<file path="config.mk">
export PLATFORM = sky130hd
export DESIGN_NAME = layer_compositor_flat
export DESIGN_NICKNAME = d
export VERILOG_FILES = /design/src/rtl/layer_compositor_if.sv /design/src/rtl/layer_compositor.sv /design/src/flat_wrapper.sv
export SDC_FILE = /design/constraint.sdc
export NUM_CORES = 1
export LEC_CHECK = 0
export CORE_MARGIN = 2
export CORE_UTILIZATION = 53
export DETAILED_ROUTE_END_ITERATION = 10
export PLACE_DENSITY = 0.95
export SKIP_CTS_REPAIR_TIMING = 1
export SYNTH_ARGS = -nofsm -noshare
export SYNTH_HDL_FRONTEND = slang
export SYNTH_SLANG_ARGS = --single-unit
</file>
<file path="constraint.sdc">
create_clock -name clk -period 5.7 [get_ports clk]
set_input_delay 0.855 -clock clk [delete_from_list [all_inputs] [get_ports clk]]
set_output_delay 0.855 -clock clk [all_outputs]
set_load 0.05 [all_outputs]
</file>
<file path="src/rtl/layer_compositor_if.sv">
// Pixel bus of layer_compositor: hit-time video/layer inputs, per-frame requests and
// the composited, registered outputs.
interface layer_compositor_if #(
  parameter int NUM_LAYERS = 4,
  parameter int COLOR_W    = 12,
  parameter int LSEL_W     = $clog2(NUM_LAYERS + 1)
);
  logic                          in_valid;
  logic                          in_hsync;
  logic                          in_vsync;
  logic                          frame_start;
  logic [NUM_LAYERS-1:0]         layer_hit;
  logic [NUM_LAYERS*COLOR_W-1:0] layer_rgb;
  logic [NUM_LAYERS-1:0]         layer_en_req;
  logic [NUM_LAYERS-1:0]         blend_req;
  logic [COLOR_W-1:0]            out_rgb;
  logic                          out_hsync;
  logic                          out_vsync;
  logic                          out_valid;
  logic [LSEL_W-1:0]             out_layer;
  logic                          collide;
  logic [15:0]                   overlap_cnt;

  modport master (
    output in_valid, in_hsync, in_vsync, frame_start, layer_hit, layer_rgb,
           layer_en_req, blend_req,
    input  out_rgb, out_hsync, out_vsync, out_valid, out_layer, collide, overlap_cnt
  );

  modport slave (
    input  in_valid, in_hsync, in_vsync, frame_start, layer_hit, layer_rgb,
           layer_en_req, blend_req,
    output out_rgb, out_hsync, out_vsync, out_valid, out_layer, collide, overlap_cnt
  );
endinterface

</file>
<file path="src/rtl/layer_compositor.sv">
// Pipelined layer compositor: aligns hit flags with BRAM colour, picks the highest-priority
// opaque layer (optional 50 % blend), shadows per-frame settings and counts per-frame collisions.
module layer_compositor #(
  parameter int                 NUM_LAYERS  = 4,
  parameter int                 COLOR_W     = 12,
  parameter int                 MEM_LAT     = 1,
  parameter logic [COLOR_W-1:0] TRANSPARENT = 12'h000,
  parameter logic [COLOR_W-1:0] BG_COLOR    = 12'h6B4,
  parameter int                 COLL_A      = 0,
  parameter int                 COLL_B      = 1,
  parameter int                 LSEL_W      = $clog2(NUM_LAYERS + 1)
) (
  input logic               clk,
  input logic               rst,
  layer_compositor_if.slave bus
);
  localparam int                CH_W     = COLOR_W / 3;
  localparam int                ST_W     = NUM_LAYERS + 4;
  localparam logic [ST_W-1:0]   ST_RST   = {1'b0, 1'b1, 1'b1, 1'b0, {NUM_LAYERS{1'b0}}};
  localparam logic [LSEL_W-1:0] NO_LAYER = LSEL_W'(NUM_LAYERS);

  function automatic logic [COLOR_W-1:0] half_mix(input logic [COLOR_W-1:0] w,
                                                  input logic [COLOR_W-1:0] u);
    logic [COLOR_W-1:0] r;
    r = '0;
    for (int c = 0; c < 3; c++) begin
      r[c*CH_W +: CH_W] = (w[c*CH_W +: CH_W] >> 1'b1) + (u[c*CH_W +: CH_W] >> 1'b1);
    end
    return r;
  endfunction

  logic [ST_W-1:0] st_in;
  logic [ST_W-1:0] st_a;
  assign st_in = {bus.in_valid, bus.in_hsync, bus.in_vsync, bus.frame_start, bus.layer_hit};

  generate
    if (MEM_LAT == 0) begin : g_no_align
      assign st_a = st_in;
    end else begin : g_align
      logic [ST_W-1:0] pipe_q [MEM_LAT];
      logic [ST_W-1:0] pipe_d [MEM_LAT];

      // Shift hit-time controls so they meet the BRAM data MEM_LAT cycles later.
      always_comb begin
        pipe_d[0] = st_in;
        for (int i = 1; i < MEM_LAT; i++) begin
          pipe_d[i] = pipe_q[i-1];
        end
      end

      // Alignment registers; sync stages idle high.
      always_ff @(posedge clk or posedge rst) begin
        if (rst) begin
          for (int i = 0; i < MEM_LAT; i++) begin
            pipe_q[i] <= ST_RST;
          end
        end else begin
          pipe_q <= pipe_d;
        end
      end

      assign st_a = pipe_q[MEM_LAT-1];
    end
  endgenerate

  logic                  a_valid, a_hsync, a_vsync, a_fs;
  logic [NUM_LAYERS-1:0] a_hit;
  assign {a_valid, a_hsync, a_vsync, a_fs, a_hit} = st_a;

  logic [NUM_LAYERS-1:0] act_en_q, act_en_d, act_blend_q, act_blend_d;
  logic [NUM_LAYERS-1:0] en_eff, blend_eff, opaque, visible;
  logic                  acc_flag_q, acc_flag_d;
  logic [15:0]           acc_cnt_q, acc_cnt_d;
  logic [COLOR_W-1:0]    out_rgb_q, out_rgb_d;
  logic                  out_hsync_q, out_hsync_d, out_vsync_q, out_vsync_d;
  logic                  out_valid_q, out_valid_d;
  logic [LSEL_W-1:0]     out_layer_q, out_layer_d;
  logic                  collide_q, collide_d;
  logic [15:0]           overlap_cnt_q, overlap_cnt_d;
  logic                  win_found, win_blend, und_found, take_win, take_und, overlap;
  logic [LSEL_W-1:0]     win_idx;
  logic [COLOR_W-1:0]    win_rgb, und_rgb, lay_rgb;

  // Opacity per layer, then the lowest visible index and the next visible one beneath it.
  always_comb begin
    en_eff    = a_fs ? bus.layer_en_req : act_en_q;
    blend_eff = a_fs ? bus.blend_req    : act_blend_q;
    opaque    = '0;
    visible   = '0;
    lay_rgb   = '0;
    take_win  = 1'b0;
    take_und  = 1'b0;
    win_found = 1'b0;
    win_blend = 1'b0;
    und_found = 1'b0;
    win_idx   = NO_LAYER;
    win_rgb   = BG_COLOR;
    und_rgb   = BG_COLOR;
    for (int i = 0; i < NUM_LAYERS; i++) begin
      lay_rgb    = bus.layer_rgb[i*COLOR_W +: COLOR_W];
      opaque[i]  = a_hit[i] && (lay_rgb != TRANSPARENT);
      visible[i] = opaque[i] && en_eff[i];
      take_win   = visible[i] && !win_found;
      take_und   = visible[i] && win_found && !und_found;
      win_idx    = take_win ? LSEL_W'(i)   : win_idx;
      win_rgb    = take_win ? lay_rgb      : win_rgb;
      win_blend  = take_win ? blend_eff[i] : win_blend;
      und_rgb    = take_und ? lay_rgb      : und_rgb;
      win_found  = win_found || take_win;
      und_found  = und_found || take_und;
    end
  end

  // Shadow registers, per-frame collision accumulator and output next-state.
  always_comb begin
    overlap     = a_valid && opaque[COLL_A] && opaque[COLL_B];
    act_en_d    = en_eff;
    act_blend_d = blend_eff;
    if (a_fs) begin
      collide_d     = acc_flag_q;
      overlap_cnt_d = acc_cnt_q;
      acc_flag_d    = overlap;
      acc_cnt_d     = {15'd0, overlap};
    end else begin
      collide_d     = collide_q;
      overlap_cnt_d = overlap_cnt_q;
      acc_flag_d    = acc_flag_q || overlap;
      acc_cnt_d     = (overlap && (acc_cnt_q != 16'hFFFF)) ? acc_cnt_q + 16'd1 : acc_cnt_q;
    end
    if (!a_valid) begin
      out_rgb_d   = '0;
      out_layer_d = NO_LAYER;
    end else if (!win_found) begin
      out_rgb_d   = BG_COLOR;
      out_layer_d = NO_LAYER;
    end else if (win_blend) begin
      out_rgb_d   = half_mix(win_rgb, und_rgb);
      out_layer_d = win_idx;
    end else begin
      out_rgb_d   = win_rgb;
      out_layer_d = win_idx;
    end
    out_hsync_d = a_hsync;
    out_vsync_d = a_vsync;
    out_valid_d = a_valid;
  end

  // State and output registers.
  always_ff @(posedge clk or posedge rst) begin
    if (rst) begin
      act_en_q      <= '1;
      act_blend_q   <= '0;
      acc_flag_q    <= 1'b0;
      acc_cnt_q     <= 16'h0000;
      out_rgb_q     <= '0;
      out_hsync_q   <= 1'b1;
      out_vsync_q   <= 1'b1;
      out_valid_q   <= 1'b0;
      out_layer_q   <= NO_LAYER;
      collide_q     <= 1'b0;
      overlap_cnt_q <= 16'h0000;
    end else begin
      act_en_q      <= act_en_d;
      act_blend_q   <= act_blend_d;
      acc_flag_q    <= acc_flag_d;
      acc_cnt_q     <= acc_cnt_d;
      out_rgb_q     <= out_rgb_d;
      out_hsync_q   <= out_hsync_d;
      out_vsync_q   <= out_vsync_d;
      out_valid_q   <= out_valid_d;
      out_layer_q   <= out_layer_d;
      collide_q     <= collide_d;
      overlap_cnt_q <= overlap_cnt_d;
    end
  end

  assign bus.out_rgb     = out_rgb_q;
  assign bus.out_hsync   = out_hsync_q;
  assign bus.out_vsync   = out_vsync_q;
  assign bus.out_valid   = out_valid_q;
  assign bus.out_layer   = out_layer_q;
  assign bus.collide     = collide_q;
  assign bus.overlap_cnt = overlap_cnt_q;

  layer_compositor_checker #(.COLL_A(COLL_A), .COLL_B(COLL_B)) u_chk (
    .clk (clk),
    .rst (rst)
  );
endmodule

// Collision layers must differ; two copies of one layer would always "collide".
module layer_compositor_checker #(
  parameter int COLL_A = 0,
  parameter int COLL_B = 1
) (
  input logic clk,
  input logic rst
);
  a_coll_distinct: assert property (@(posedge clk) disable iff (rst) COLL_A != COLL_B);
endmodule
</file>
<file path="src/flat_wrapper.sv">
// flat-port wrapper written by rule: the top's interface ports become plain ports
module layer_compositor_flat 
#(
  parameter int                 NUM_LAYERS  = 4,
  parameter int                 COLOR_W     = 12,
  parameter int                 MEM_LAT     = 1,
  parameter logic [COLOR_W-1:0] TRANSPARENT = 12'h000,
  parameter logic [COLOR_W-1:0] BG_COLOR    = 12'h6B4,
  parameter int                 COLL_A      = 0,
  parameter int                 COLL_B      = 1,
  parameter int                 LSEL_W      = $clog2(NUM_LAYERS + 1)
)
  (clk, rst, bus_in_valid, bus_in_hsync, bus_in_vsync, bus_frame_start, bus_layer_hit, bus_layer_rgb, bus_layer_en_req, bus_blend_req, bus_out_rgb, bus_out_hsync, bus_out_vsync, bus_out_valid, bus_out_layer, bus_collide, bus_overlap_cnt);
  layer_compositor_if #(.NUM_LAYERS(NUM_LAYERS), .COLOR_W(COLOR_W), .LSEL_W(LSEL_W)) bus_i ();
  input logic clk;
  input logic rst;
  input wire logic [$bits(bus_i.in_valid)-1:0] bus_in_valid;
  input wire logic [$bits(bus_i.in_hsync)-1:0] bus_in_hsync;
  input wire logic [$bits(bus_i.in_vsync)-1:0] bus_in_vsync;
  input wire logic [$bits(bus_i.frame_start)-1:0] bus_frame_start;
  input wire logic [$bits(bus_i.layer_hit)-1:0] bus_layer_hit;
  input wire logic [$bits(bus_i.layer_rgb)-1:0] bus_layer_rgb;
  input wire logic [$bits(bus_i.layer_en_req)-1:0] bus_layer_en_req;
  input wire logic [$bits(bus_i.blend_req)-1:0] bus_blend_req;
  output wire logic [$bits(bus_i.out_rgb)-1:0] bus_out_rgb;
  output wire logic [$bits(bus_i.out_hsync)-1:0] bus_out_hsync;
  output wire logic [$bits(bus_i.out_vsync)-1:0] bus_out_vsync;
  output wire logic [$bits(bus_i.out_valid)-1:0] bus_out_valid;
  output wire logic [$bits(bus_i.out_layer)-1:0] bus_out_layer;
  output wire logic [$bits(bus_i.collide)-1:0] bus_collide;
  output wire logic [$bits(bus_i.overlap_cnt)-1:0] bus_overlap_cnt;
  assign bus_i.in_valid = bus_in_valid;
  assign bus_i.in_hsync = bus_in_hsync;
  assign bus_i.in_vsync = bus_in_vsync;
  assign bus_i.frame_start = bus_frame_start;
  assign bus_i.layer_hit = bus_layer_hit;
  assign bus_i.layer_rgb = bus_layer_rgb;
  assign bus_i.layer_en_req = bus_layer_en_req;
  assign bus_i.blend_req = bus_blend_req;
  assign bus_out_rgb = bus_i.out_rgb;
  assign bus_out_hsync = bus_i.out_hsync;
  assign bus_out_vsync = bus_i.out_vsync;
  assign bus_out_valid = bus_i.out_valid;
  assign bus_out_layer = bus_i.out_layer;
  assign bus_collide = bus_i.collide;
  assign bus_overlap_cnt = bus_i.overlap_cnt;
  layer_compositor #(.NUM_LAYERS(NUM_LAYERS), .COLOR_W(COLOR_W), .MEM_LAT(MEM_LAT), .TRANSPARENT(TRANSPARENT), .BG_COLOR(BG_COLOR), .COLL_A(COLL_A), .COLL_B(COLL_B), .LSEL_W(LSEL_W)) u_core (.clk(clk), .rst(rst), .bus(bus_i));
endmodule
</file>
* Word level (Yosys, flattened, before mapping)
Cells that the tools add are included.
** Storage, ports and cells
- Register bits :: 68
- Bits in latches :: 0
- Memory bits (writable) :: 0
- Bits in read-only memories :: 0
- Bits of input ports :: 66
- Output and inout port bits :: 35
- Logic and storage cells :: 76
- Memories kept :: 0
** Cells by class
- Add/sub/neg operators :: 4
- Multiply operators :: 0
- Div/mod/pow operators :: 0
- Order comparisons :: 0
- Equality and inequality tests :: 1
- Shifts and indexed selects :: 0
- Multiplexer cells :: 25
- Bitwise gates (word level) :: 0
- Reductions and logical operators :: 34
** Operators with widths (count)
- two-way mux 12 bit :: 10
- nonzero test 12 bit :: 4
- two-way mux 16 bit :: 2
- logical AND 1 bit :: 19
- two-way mux 3 bit :: 6
- adder 16 x 1 -> 16 bit (second input constant) :: 1
- != test 16 bit (second input constant) :: 1
- adder 3 x 3 -> 4 bit :: 3
- two-way mux 4 bit :: 2
- logical NOT 1 bit :: 5
- logical OR 1 bit :: 5
- two-way mux 1 bit :: 5
- nonzero test 2 bit :: 1

* Logic depth before layout (Yosys ltp)
Gate-level depths: netlist of the first run.
- Word-level depth :: 16
- Depth in mapped cells :: 17
- Mapped depth without buffers :: 14

* Worst setup path after synthesis of the first run
No wires, ideal clock.
- Path kind :: input -> register
- Start point :: input port bus_layer_rgb[14]
- End point :: register u_core.out_rgb_q[2], in the netlist u_core.bus.out_rgb[2]
- Library setup time :: 0.078 ns
- Arrival :: 3.766 ns
- Data required time :: 5.622 ns
- Slack :: 1.856 ns
- Cell stages on the path :: 14
- Path buffers :: 1
- Cells stage by stage :: or4_1 -> o311ai_1 -> buf_2 -> xnor2_1 -> nor2b_1 -> a221o_1 -> ha_1 -> inv_1 -> fa_1 -> xnor2_1 -> nand2_1 -> a21oi_1 -> a21oi_1 -> a21boi_1
** Between the ends
- Cells in the longest elaborated chain, start to end :: 15
- Elaborated cells between the ends (all ways) :: 32
- Those cells by class :: add/sub (1); mux (12); reduce/logical (19)
** Ends and longest elaborated chain
- from (decl) :: line flat_wrapper.sv:22 : input wire logic [$bits(bus_i.layer_rgb)-1:0] bus_layer_rgb;
- nonzero test 12 bit :: line layer_compositor.sv:101 : opaque[i] = a_hit[i] && (lay_rgb != TRANSPARENT);
- logical AND 1 bit :: line layer_compositor.sv:101
- logical AND 1 bit :: line layer_compositor.sv:102 : visible[i] = opaque[i] && en_eff[i];
- logical AND 1 bit :: line layer_compositor.sv:103 : take_win = visible[i] && !win_found;
- logical OR 1 bit :: line layer_compositor.sv:109 : win_found = win_found || take_win;
- logical NOT 1 bit or logical AND 1 bit (tied branches) :: line layer_compositor.sv:103, layer_compositor.sv:104
- logical AND 1 bit (on tied branches) :: line layer_compositor.sv:103, layer_compositor.sv:104
- logical OR 1 bit (on tied branches) :: line layer_compositor.sv:109, layer_compositor.sv:110
- logical NOT 1 bit (tied with other cells) :: line layer_compositor.sv:103
- logical AND 1 bit (on tied branches) :: line layer_compositor.sv:103, layer_compositor.sv:104
- two-way mux 12 bit (on tied branches) :: line layer_compositor.sv:106, layer_compositor.sv:108
- adder 3 x 3 -> 4 bit :: line layer_compositor.sv:27 : r[c*CH_W +: CH_W] = (w[c*CH_W +: CH_W] >> 1'b1) + (u[c*CH_W +: CH_W] >> 1'b1);
- two-way mux 12 bit :: line layer_compositor.sv:136 : end else if (win_blend) begin
- two-way mux 12 bit * :: line layer_compositor.sv:133 : end else if (!win_found) begin
- two-way mux 12 bit * :: line layer_compositor.sv:130 : if (!a_valid) begin
- named net u_core.out_rgb_d[2] :: line layer_compositor.sv:74 : logic [COLOR_W-1:0] out_rgb_q, out_rgb_d;
- to (signal assigned) :: line layer_compositor.sv:167 : out_rgb_q <= out_rgb_d;
- to (decl) :: line layer_compositor.sv:74
Mark *: on every way through the listed nets, which the timed path passes. The rest lies on a longest branch.
A chain may end at the register's enable or synchronous reset.

* Worst setup path after layout of the first run
- Start point :: input port bus_layer_rgb[25]
- End point :: register u_core.out_rgb_q[5], in the netlist u_core.bus.out_rgb[5]
** Between the ends
- Cells in the longest elaborated chain, start to end :: 13
- Elaborated cells between the ends (all ways) :: 24
- Those cells by class :: add/sub (1); mux (9); reduce/logical (14)
** Ends and longest elaborated chain
- nonzero test 12 bit * :: line layer_compositor.sv:101
- logical AND 1 bit * :: line layer_compositor.sv:101
- logical AND 1 bit * :: line layer_compositor.sv:102
- logical AND 1 bit (2 in series) :: line layer_compositor.sv:104 : take_und = visible[i] && win_found && !und_found;
- logical OR 1 bit :: line layer_compositor.sv:110 : und_found = und_found || take_und;
- logical NOT 1 bit :: line layer_compositor.sv:104
- logical AND 1 bit :: line layer_compositor.sv:104
- two-way mux 12 bit :: line layer_compositor.sv:108 : und_rgb = take_und ? lay_rgb : und_rgb;
- adder 3 x 3 -> 4 bit :: line layer_compositor.sv:27
- two-way mux 12 bit :: line layer_compositor.sv:136
- two-way mux 12 bit * :: line layer_compositor.sv:133
- two-way mux 12 bit * :: line layer_compositor.sv:130
- named net u_core.out_rgb_d[5] :: line layer_compositor.sv:74
Marked as above.

==> insert_results.sql, run 1 <==
INSERT INTO impl_metrics (metric_group, metric, value, unit) VALUES
('synthesis', 'asyncSetResetFlopFracSynth', '100', '%'),
('drt', 'post_drt_via_cell_ratio', '6.36', ''),
('sta', 'unrepaired_setup_endpoints_after_global_routing', 'no', ''),
('die', 'vertical_die_dimension', '88.7', 'um'),
('synthesis', 'synth_top_cell_area_share', '38.8', '%'),
('grt', 'initial_antenna_violation_count', '0', ''),
('setup_path', 'cp-start-kind', 'input port', ''),
('pwr', 'max_rail_drop_vdd', '0.153', 'mV'),
('setup_path', 'crit_type', 'input port to register', ''),
('cts', 'cts_made_buffers', '9', ''),
('final_layout', 'number_of_filler_cells_placed_in_the_layout', '476', ''),
('cts', 'clk_path_buf_depth', '2', ''),
('setup_path', 'chain_of_cells_forming_the_critical_path', 'clkdlybuf4s50_1 -> or4_1 -> o311ai_1 -> buf_4 -> nand2b_1 -> a21oi_1 -> o21a_1 -> a221oi_1 -> fa_1 -> a21oi_1 -> o21ai_0 -> a221oi_1', ''),
('synthesis', 'yosysWarningCount', '0', ''),
('drt', 'detailedRoute.firstPassIterationCount', '5', ''),
('drt', 'first_iter_violations', '237', ''),
('die', 'die_width', '88.7', 'um'),
('setup_path', 'crit-reg2reg-capture', 'u_core.bus.out_rgb[5]', ''),
('min_path', 'hold_path_class', 'register to register', ''),
('synthesis', 'synth_edf_count', '0', ''),
('cts', 'htree_num_levels', '3', ''),
('synthesis', 'synth_flop_cell', 'sky130_fd_sc_hd__dfrtp_1', ''),
('setup_path', 'worst_r2r_startpoint', 'u_core.g_align.pipe_q[4]', ''),
('sta', 'timing.final.crit_period', '4630', 'ps'),
('drt', 'routedWlPerCell', '20.1', 'um'),
('placed_design', 'preCtsSetupSlack', '841', 'ps'),
('grt', 'grt_max_degree', '69', ''),
('setup_path', 'crit_family', 'compound AO/OA/AOI/OAI gates', ''),
('synthesis', 'synth_area', '3800', 'sq um'),
('grt', 'vias_in_the_first_global_route', '3619', ''),
('final_layout', 'area_delta_synth_final', '34.8', '%'),
('setup_path', 'worst-endpoint-arrival', '4850', 'ps'),
('drt', 'postRouteWirelength', '11600', 'um'),
('placed_design', 'total_placed_instance_area', '4910', 'sq um'),
('outcome', 'outcome', 'finished clean', ''),
('min_path', 'endpoint_of_the_worst_hold_path', 'u_core.bus.out_hsync', ''),
('setup_path', 'critical_path_required', '5920', 'ps'),
('grt', 'first_pass_grt_wire_length', '18300', 'um'),
('setup_path', 'timing.critical_path.to_type', 'register', ''),
('sta', 'timing.max_slew.rel_slack', '35.3', '%'),
('min_path', 'worstHoldPathCells', '0', ''),
('placed_design', 'routabilityCongestion', '0.972', ''),
('cts', 'clock_insertion_delay_worst_skew', '350', 'ps'),
('final_layout', 'mostFrequentLayoutCell', 'sky130_fd_sc_hd__clkdlybuf4s50_1', ''),
('setup_path', 'peak_per_stage_delay_on_the_critical_path', '600', 'ps'),
('sta', 'max_freq', '0.216', 'GHz'),
('final_layout', 'final_cell_mix', 'sky130_fd_sc_hd__clkdlybuf4s50_1 (100), sky130_fd_sc_hd__dfrtp_1 (59), sky130_fd_sc_hd__nor2_1 (30)', ''),
('synthesis', 'synth_area_leaders', 'sky130_fd_sc_hd__dfrtp_1 (39%), sky130_fd_sc_hd__mux2_2 (6.8%), sky130_fd_sc_hd__dfstp_2 (6.2%), sky130_fd_sc_hd__a21oi_1 (3.7%), sky130_fd_sc_hd__ha_1 (3.3%)', ''),
('grt', 'groute.usage.overall', '31.1', '%'),
('die', 'num_rows', '30', ''),
('cts', 'cts.sinks', '68', ''),
('placed_design', 'port-buffer-count', '100', ''),
('setup_path', 'worst-path-buf-inv', '2', ''),
('drt', 'drt.antenna.violating_nets', '0', ''),
('drt', 'drc', '0', ''),
('die', 'floorplan.die_area', '7870', 'sq um'),
('die', 'core-area', '6870', 'sq um'),
('sta', 'tightestPinTransition', '964', 'ps'),
('setup_path', 'regToRegSetupSlack', '1610', 'ps'),
('final_layout', 'drive_gt1_share', '13.4', '%'),
('cts', 'clk_pin_slew_worst_paths', '70', 'ps'),
('sta', 'setup_tns', '0', 'ps'),
('sta', 'setup_viol', '0', ''),
('sta', 'postLayoutSetupSlackWorst', '1070', 'ps'),
('final_layout', 'seq_area', '1710', 'sq um'),
('final_layout', 'antenna_cells', '0', ''),
('sta', 'hold_viol_final', '0', ''),
('synthesis', 'synth.ff_latch_count', '68', ''),
('sta', 'final_min_period_over_clock_period', '81.2', '%'),
('setup_path', 'cp_max_fo', '12', ''),
('synthesis', 'post-synth-top-area-cell', 'sky130_fd_sc_hd__dfrtp_1', '');
-- kinds of logic (layout without fill, tap and decap cells) --
group	Yosys count	after routing	synth area share [%]
flops	68	68	45.1
simple gates	120	120	16.9
xor+xnor	14	14	3.23
buf+inv	38	143	4.05
mux	25	25	7.34
compound gates	96	96	18.5
fa+ha+maj	13	13	4.87
-- cell usage after synthesis (4+ instances only) --
cell / number
sky130_fd_sc_hd__nand4_1: 9
sky130_fd_sc_hd__or4_1: 10
sky130_fd_sc_hd__dfstp_2: 9
sky130_fd_sc_hd__o21ai_1: 4
sky130_fd_sc_hd__a21oi_1: 28
sky130_fd_sc_hd__o31ai_1: 4
sky130_fd_sc_hd__xor2_1: 11
sky130_fd_sc_hd__and3_1: 7
sky130_fd_sc_hd__nand3_1: 14
sky130_fd_sc_hd__o22ai_1: 5
sky130_fd_sc_hd__ha_1: 10
sky130_fd_sc_hd__a221o_1: 5
sky130_fd_sc_hd__buf_2: 6
sky130_fd_sc_hd__clkbuf_1: 11
sky130_fd_sc_hd__nand2_1: 23
sky130_fd_sc_hd__dfrtp_1: 59
sky130_fd_sc_hd__a221oi_1: 4
sky130_fd_sc_hd__o21ai_0: 9
sky130_fd_sc_hd__inv_1: 18
sky130_fd_sc_hd__a311oi_1: 4
sky130_fd_sc_hd__a21o_1: 6
sky130_fd_sc_hd__or3_1: 6
sky130_fd_sc_hd__nor2_1: 30
sky130_fd_sc_hd__nor3_1: 6
sky130_fd_sc_hd__mux2_2: 23
-- flip-flops by register name, summed over array words and instances, names as in the netlist, 3 cells and up --
name	flops
u_core.acc_cnt_q	16
u_core.bus.overlap_cnt	16
u_core.bus.out_rgb	12
u_core.g_align.pipe_q	8
u_core.act_blend_q	4
u_core.act_en_q	4
u_core.bus.out_layer	3
-- routing by layer --
| layer | vias to the layer above | track usage (%) | part of all wire [%] |
|---|---|---|---|
| met4 | 0 | 16.5 | 5.1 |
| met2 | 231 | 50.3 | 48 |
| li1 | 1594 | - | - |
| met5 | - | 0 | 0 |
| met1 | 1776 | 38.9 | 39 |
| met3 | 54 | 6.81 | 8.2 |
-- worst max-delay path by stage --
stage	from	cells after the start	slack, ps	endpoint
2_1_floorplan	bus_layer_rgb[14]	14	1860	u_core.bus.out_rgb[2]
3_3_place_gp	bus_layer_rgb[14]	16	930	u_core.bus.out_rgb[2]
3_5_place_dp	bus_layer_rgb[25]	12	840	u_core.bus.out_rgb[5]
4_1_cts	bus_layer_rgb[25]	12	1150	u_core.bus.out_rgb[5]
5_1_grt	bus_layer_rgb[25]	12	810	u_core.bus.out_rgb[5]
6_report	bus_layer_rgb[25]	12	1070	u_core.bus.out_rgb[5]
-- power by group --
| part | internal [mW] | switching (mW) | total, mW |
|---|---|---|---|
| sequential | 0.514 | 0.0139 | 0.528 |
| clock | 0.246 | 0.188 | 0.434 |
| combinational | 0.153 | 0.222 | 0.375 |
| total | 0.913 | 0.424 | 1.34 |
-- area by class of cell --
type                       instances  share of cell area, %
sequential                        68                   33.4
clock inverter                     6                   1.73
inverter                          19                   1.39
multi-input combinational        268                   37.9
timing repair buffer             108                   20.7
clock buffer                      10                   2.49
tap                               96                   2.34
-- through the flow --
stage | utilization (%) | cells | total power, mW | hold slack (ps)
after CTS | 74.6 | 575 | 1.34 | 357
after detailed placement | 71.4 | 559 | 0.904 | 347
after floorplan | - | 374 | 0.759 | 345
after global placement | 71.4 | 559 | 0.897 | 347
final | 74.6 | 575 | 1.34 | 357
after global routing | 74.6 | 575 | 1.39 | 360
No activity file was read; power rests on OpenSTA's default activity.
==> inputs of run 2 (changes only) <==
- CORE_UTILIZATION: 53 -> 49
- PLACE_DENSITY: 0.95 -> 0.91
- clock period: 5.7 -> 4.45 ns (I/O delays scaled with it)
==> run 2 against run 1 <==
Against the previous run:
- combinational power grew 30%
- cell count rose by 3.5%
- critical path type unchanged
- sequential cell count is the same
- clock power rose by 43%
- global-route usage fell by 3.9 points
- highest routed layer unchanged
- hold slack improved by 0.98 ps
- utilization fell by 5.4 points
- non-clock buffer count grew 14
- largest cell class unchanged
- first-iteration DRC count shrank 14%
==> insert_results.sql, run 2 (synthesized netlist as in run 1, its figures left out) <==
INSERT INTO impl_metrics (metric_group, metric, value, unit) VALUES
('sta', 'hold_viol_final', '0', ''),
('pwr', 'sw_frac_of_total', '30.6', '%'),
('sta', 'timing.final.crit_period', '4170', 'ps'),
('die', 'floorplan.die_area', '8480', 'sq um'),
('sta', 'setup_tns', '0', 'ps'),
('min_path', 'endpoint_of_the_worst_hold_path', 'u_core.bus.out_vsync', ''),
('setup_path', 'regToRegSetupSlack', '1030', 'ps'),
('setup_path', 'crit-reg2reg-capture', 'u_core.bus.out_rgb[5]', ''),
('die', 'core-area', '7610', 'sq um'),
('min_path', 'worstHoldPathCells', '0', ''),
('final_layout', 'post_layout_nonfiller_instances', '595', ''),
('grt', 'grt_max_degree', '51', ''),
('sta', 'report.final.slew_viol_count', '0', ''),
('grt', 'vias_in_the_first_global_route', '3609', ''),
('setup_path', 'critical_path_required', '4670', 'ps'),
('die', 'vertical_die_dimension', '92.1', 'um'),
('setup_path', 'worst-endpoint-arrival', '4390', 'ps'),
('pwr', 'clock_power_share', '34.7', '%'),
('sta', 'timing.max_slew.rel_slack', '30.8', '%'),
('sta', 'unrepaired_setup_endpoints_after_global_routing', 'no', ''),
('placed_design', 'port-buffer-count', '100', ''),
('setup_path', 'timing.critical_path.to_type', 'register', ''),
('setup_path', 'cp-start-kind', 'input port', ''),
('grt', 'first_pass_grt_wire_length', '17900', 'um'),
('final_layout', 'drive_gt1_share', '15.8', '%'),
('setup_path', 'crit_type', 'input port to register', ''),
('cts', 'cts_tree', 'done', ''),
('cts', 'htree_num_levels', '3', ''),
('final_layout', 'nNetsFinal', '567', ''),
('die', 'io-pin-count', '101', ''),
('cts', 'cts.sinks', '68', ''),
('pwr', 'intPower', '1.24', 'mW'),
('run', 'timing.max_cap.violations', '0', ''),
('die', 'floorplan.initialDensity', '50.0', '%'),
('placed_design', 'dp_hpwl', '8730', 'um'),
('die', 'die_width', '92.1', 'um'),
('placed_design', 'placed_cells_incl_taps', '579', ''),
('cts', 'clk_path_buf_depth', '2', ''),
('setup_path', 'cp_max_fo', '6', ''),
('drt', 'first_iter_violations', '205', ''),
('final_layout', 'antenna_cells', '0', ''),
('sta', 'setup_viol', '0', ''),
('final_layout', 'area_delta_synth_final', '38.4', '%'),
('sta', 'final_min_period_over_clock_period', '93.8', '%'),
('sta', 'tightestPinTransition', '1040', 'ps'),
('setup_path', 'worst_r2r_startpoint', 'u_core.g_align.pipe_q[4]', ''),
('drt', 'detailedRoute.firstPassIterationCount', '5', ''),
('grt', 'globalRoute.totalOverflow', '0', ''),
('drt', 'routedWlPerCell', '19.1', 'um'),
('pwr', 'power.sequential.fraction', '38.0', '%'),
('pwr', 'power.density_cell_area', '339', 'nW/um^2'),
('sta', 'max_freq', '0.240', 'GHz'),
('drt', 'drt.antenna.violating_nets', '0', ''),
('placed_design', 'routabilityCongestion', '1.04', ''),
('final_layout', 'final_cell_mix', 'sky130_fd_sc_hd__clkdlybuf4s50_1 (100), sky130_fd_sc_hd__dfrtp_1 (59), sky130_fd_sc_hd__nor2_1 (30)', ''),
('final_layout', 'mostFrequentLayoutCell', 'sky130_fd_sc_hd__clkdlybuf4s50_1', ''),
('min_path', 'timing.hold.worst.start', 'u_core.g_align.pipe_q[5]', ''),
('drt', 'post_drt_via_cell_ratio', '6.07', ''),
('pwr', 'cellLeakagePower', '2.26', 'nW'),
('cts', 'clock_insertion_delay_worst_skew', '350', 'ps'),
('outcome', 'outcome', 'finished clean', ''),
('drt', 'postRouteWirelength', '11400', 'um'),
('sta', 'fin_worst_skew', '12.1', 'ps'),
('drt', 'vias', '3613', ''),
('pwr', 'power.combinational.fraction', '27.3', '%'),
('grt', 'initial_antenna_violation_count', '0', ''),
('grt', 'groute.usage.overall', '27.3', '%'),
('pwr', 'max_rail_drop_vdd', '0.181', 'mV'),
('drt', 'drc', '0', ''),
('die', 'num_rows', '32', ''),
('cts', 'cts_made_buffers', '9', ''),
('cts', 'clockRootBuffer', 'sky130_fd_sc_hd__clkbuf_8', ''),
('cts', 'clk_pin_slew_worst_paths', '80', 'ps'),
('pwr', 'switching_component_of_the_power', '545', 'uW'),
('setup_path', 'reg2reg_depth', '10', ''),
('final_layout', 'number_of_filler_cells_placed_in_the_layout', '581', ''),
('min_path', 'hold_path_class', 'register to register', '');
[run 2: changes by cell type in the layout (fill, tap and decap cells not counted), sizes merged]
cell    previous run  this run
buf                8        22
bufinv             2         3
clkinv             3         2
[run 2: power by group through the flow]
stage / logic [mW] / registers (mW) / clock network [mW]
floorplan: 0.207 / 0.765 / 0
global placement: 0.476 / 0.685 / 0
detailed placement: 0.481 / 0.687 / 0
CTS: 0.484 / 0.676 / 0.626
global route: 0.519 / 0.679 / 0.650
finish: 0.486 / 0.676 / 0.619
[run 2: how the worst max path moves through the flow]
stage,endpoint,cells after the start,from
floorplan,u_core.bus.out_rgb[2],14,bus_layer_rgb[14]
global placement,u_core.bus.out_rgb[10],15,bus_layer_rgb[26]
detailed placement,u_core.bus.out_rgb[10],15,bus_layer_rgb[26]
CTS,u_core.bus.out_rgb[10],15,bus_layer_rgb[26]
global route,u_core.bus.out_rgb[10],15,bus_layer_rgb[25]
finish,u_core.bus.out_rgb[10],15,bus_layer_rgb[26]
[run 2: layer usage]
layer	global-route usage, %	up-vias	share of wire [%]
li1	-	1621	-
met1	32.8	1743	38
met2	46.3	222	50
met3	5.83	27	8.4
met4	13.4	0	3.6
met5	0	-	0
[run 2: area by class of cell]
cell class / count / area, sq um / share of cell area, %
flip-flops and latches: 68 / 1710 / 32.6
multi-input cells: 268 / 1940 / 36.9
well taps: 102 / 128 / 2.43
clock buffers: 10 / 128 / 2.43
inverters: 19 / 71.3 / 1.36
clock inverters: 6 / 114 / 2.16
repair buffers: 122 / 1170 / 22.2
[run 2: through the flow]
stage	util (%)	hold WS [ps]	setup slack (ps)	power, mW	instance area, sq um
finish	69.1	358	277	1.78	5260
floorplan	-	345	794	0.972	3800
global route	69.1	366	59.2	1.85	5260
CTS	69.1	358	360	1.79	5260
global placement	66.0	346	3.68	1.16	5020
detailed placement	66.0	347	26.2	1.17	5020
[run 2: critical path: stages]
cell                              delay [ps]
sky130_fd_sc_hd__clkdlybuf4s50_1         450
sky130_fd_sc_hd__or4_1                   600
sky130_fd_sc_hd__o311ai_1                380
sky130_fd_sc_hd__buf_4                   220
sky130_fd_sc_hd__buf_4                   160
sky130_fd_sc_hd__nand2b_1                250
sky130_fd_sc_hd__o22ai_1                 130
sky130_fd_sc_hd__a21oi_1                 150
sky130_fd_sc_hd__ha_1                    190
sky130_fd_sc_hd__inv_1                    60
sky130_fd_sc_hd__fa_1                    370
sky130_fd_sc_hd__xor2_1                  170
sky130_fd_sc_hd__a21oi_1                 140
sky130_fd_sc_hd__o21ai_0                  80
sky130_fd_sc_hd__a211oi_1                350
==> inputs of run 3 (changes only) <==
- CTS_BUF_LIST: not set -> sky130_fd_sc_hd__clkbuf_16
==> run 3 against run 2 <==
Against the previous run:
- register-to-register slack about the same
- sequential power barely moved
- sequential cell count unchanged
- highest routed layer unchanged
==> insert_results.sql, run 3 (synthesized netlist as in run 1, its figures left out) <==
INSERT INTO impl_metrics (metric_group, metric, value, unit) VALUES
('min_path', 'hold_path_class', 'register to register', ''),
('sta', 'setup_tns', '0', 'ps'),
('sta', 'report.final.slew_viol_count', '0', ''),
('sta', 'timing.final.crit_period', '4190', 'ps'),
('drt', 'first_iter_violations', '230', ''),
('setup_path', 'cp_slowest_cell', 'sky130_fd_sc_hd__or4_1', ''),
('cts', 'htree_num_levels', '3', ''),
('outcome', 'outcome', 'finished clean', ''),
('drt', 'detailedRoute.firstPassIterationCount', '6', ''),
('die', 'floorplan.die_area', '8480', 'sq um'),
('drt', 'drt.antenna.violating_nets', '0', ''),
('pwr', 'cellLeakagePower', '2.32', 'nW'),
('pwr', 'max_rail_drop_vdd', '0.221', 'mV'),
('sta', 'max_freq', '0.238', 'GHz'),
('placed_design', 'dp_hpwl', '8730', 'um'),
('pwr', 'power.density_cell_area', '369', 'nW/um^2'),
('cts', 'cts_tree', 'done', ''),
('setup_path', 'crit_type', 'input port to register', ''),
('die', 'floorplan.initialDensity', '50.0', '%'),
('sta', 'hold_viol_final', '0', ''),
('sta', 'hold-worst-slack', '355', 'ps'),
('cts', 'clockRootBuffer', 'sky130_fd_sc_hd__clkbuf_16', ''),
('grt', 'groute.usage.overall', '27.5', '%'),
('sta', 'postLayoutSetupSlackWorst', '256', 'ps'),
('final_layout', 'mostFrequentLayoutCell', 'sky130_fd_sc_hd__clkdlybuf4s50_1', ''),
('cts', 'clk_path_buf_depth', '2', ''),
('cts', 'cts.sinks', '68', ''),
('run', 'timing.max_cap.violations', '0', ''),
('placed_design', 'port-buffer-count', '100', ''),
('placed_design', 'routabilityCongestion', '1.04', ''),
('grt', 'grt_max_degree', '51', ''),
('placed_design', 'preCtsSetupSlack', '26.2', 'ps'),
('cts', 'cts_made_buffers', '9', ''),
('setup_path', 'cp-start-kind', 'input port', ''),
('die', 'core-area', '7610', 'sq um'),
('setup_path', 'timing.critical_path.to_type', 'register', ''),
('drt', 'postRouteWirelength', '11400', 'um'),
('sta', 'timing.max_slew.rel_slack', '30.6', '%'),
('sta', 'unrepaired_setup_endpoints_after_global_routing', 'no', ''),
('final_layout', 'area_delta_synth_final', '41.0', '%'),
('final_layout', 'finalInstanceArea', '5360', 'sq um'),
('drt', 'drc', '0', ''),
('die', 'num_rows', '32', ''),
('grt', 'initial_antenna_violation_count', '0', ''),
('drt', 'routedWlPerCell', '19.2', 'um'),
('setup_path', 'worst-endpoint-arrival', '4390', 'ps'),
('setup_path', 'critical_path_required', '4650', 'ps'),
('drt', 'vias', '3620', ''),
('setup_path', 'chain_of_cells_forming_the_critical_path', 'clkdlybuf4s50_1 -> or4_1 -> o311ai_1 -> buf_4 -> buf_4 -> nand2b_1 -> o22ai_1 -> a21oi_1 -> ha_1 -> inv_1 -> fa_1 -> xor2_1 -> a21oi_1 -> o21ai_0 -> a211oi_1', ''),
('grt', 'first_pass_grt_wire_length', '18000', 'um'),
('sta', 'final_min_period_over_clock_period', '94.3', '%'),
('grt', 'globalRoute.totalOverflow', '0', ''),
('cts', 'clk_pin_slew_worst_paths', '60', 'ps'),
('setup_path', 'peak_per_stage_delay_on_the_critical_path', '600', 'ps'),
('placed_design', 'total_placed_instance_area', '5020', 'sq um'),
('die', 'io-pin-count', '101', ''),
('final_layout', 'nNetsFinal', '567', ''),
('grt', 'vias_in_the_first_global_route', '3596', ''),
('setup_path', 'cp_max_fo', '6', ''),
('drt', 'post_drt_via_cell_ratio', '6.08', ''),
('final_layout', 'final_cell_mix', 'sky130_fd_sc_hd__clkdlybuf4s50_1 (100), sky130_fd_sc_hd__dfrtp_1 (59), sky130_fd_sc_hd__nor2_1 (30)', ''),
('sta', 'fin_worst_skew', '6.79', 'ps'),
('pwr', 'total_power', '1.98', 'mW'),
('die', 'die_width', '92.1', 'um'),
('cts', 'clock_insertion_delay_worst_skew', '330', 'ps'),
('sta', 'tightestPinTransition', '1040', 'ps'),
('final_layout', 'drive_gt1_share', '15.8', '%'),
('sta', 'setup_viol', '0', ''),
('final_layout', 'antenna_cells', '0', ''),
('die', 'vertical_die_dimension', '92.1', 'um');
==> run 3: cell count changes in the layout (fill, tap and decap cells not counted) <==
cell	delta
sky130_fd_sc_hd__clkbuf_1	-1
sky130_fd_sc_hd__clkbuf_16	+9
sky130_fd_sc_hd__inv_1	+1
sky130_fd_sc_hd__clkbuf_8	-9
==> run 3: path summary, 6_finish.rpt <==
check	slack [ps]	start	cells past startpoint	end
max reg2reg	1020	u_core.g_align.pipe_q[4]	14	u_core.bus.out_rgb[10]
max	260	bus_layer_rgb[26]	15	u_core.bus.out_rgb[10]
min	350	u_core.g_align.pipe_q[5]	0	u_core.bus.out_vsync
max in group asynchronous	2730	rst	3	u_core.bus.overlap_cnt[1]
min reg2reg	350	u_core.g_align.pipe_q[5]	0	u_core.bus.out_vsync
min in group asynchronous	900	rst	2	u_core.bus.out_rgb[6]
==> run 3: power breakdown <==
group	leakage, nW	internal [mW]	total (mW)	switching (mW)
Combinational	1.28	0.205	0.488	0.283
Sequential	0.877	0.659	0.677	0.0177
Clock	0.163	0.546	0.814	0.268
==> run 3: layer usage <==
| metal | share of wire, % | GRT usage, % | vias to the layer above |
|---|---|---|---|
| li1 | - | - | 1624 |
| met1 | 38 | 33.4 | 1739 |
| met2 | 49 | 46.5 | 220 |
| met3 | 8.3 | 6.16 | 37 |
| met4 | 3.8 | 13.2 | 0 |
| met5 | 0 | 0 | - |
==> run 3: critical path, delay by kind of cell <==
family | cells | cell delay, ps
adders and majority gates | 2 | 560
and+or+nand+nor | 2 | 880
xor gates and xnor gates | 1 | 170
AOI/OAI and AO/OA | 6 | 1240
buffers and inverters | 4 | 890
==> run 3: final cells by class <==
type	instances	area, sq um
multi-input combinational	268	1940
inverter	19	71.3
sequential	68	1710
fill	571	2250
tap	102	128
clock inverter	7	118
timing repair buffer	122	1170
clock buffer	9	225
==> run 3: per-stage QoR <==
| step | util [%] | std cells |
|---|---|---|
| 3_3_place_gp | 66.0 | 579 |
| 6_report | 70.5 | 595 |
| 2_1_floorplan | - | 374 |
| 4_1_cts | 70.5 | 595 |
| 3_5_place_dp | 66.0 | 579 |
| 5_1_grt | 70.5 | 595 |
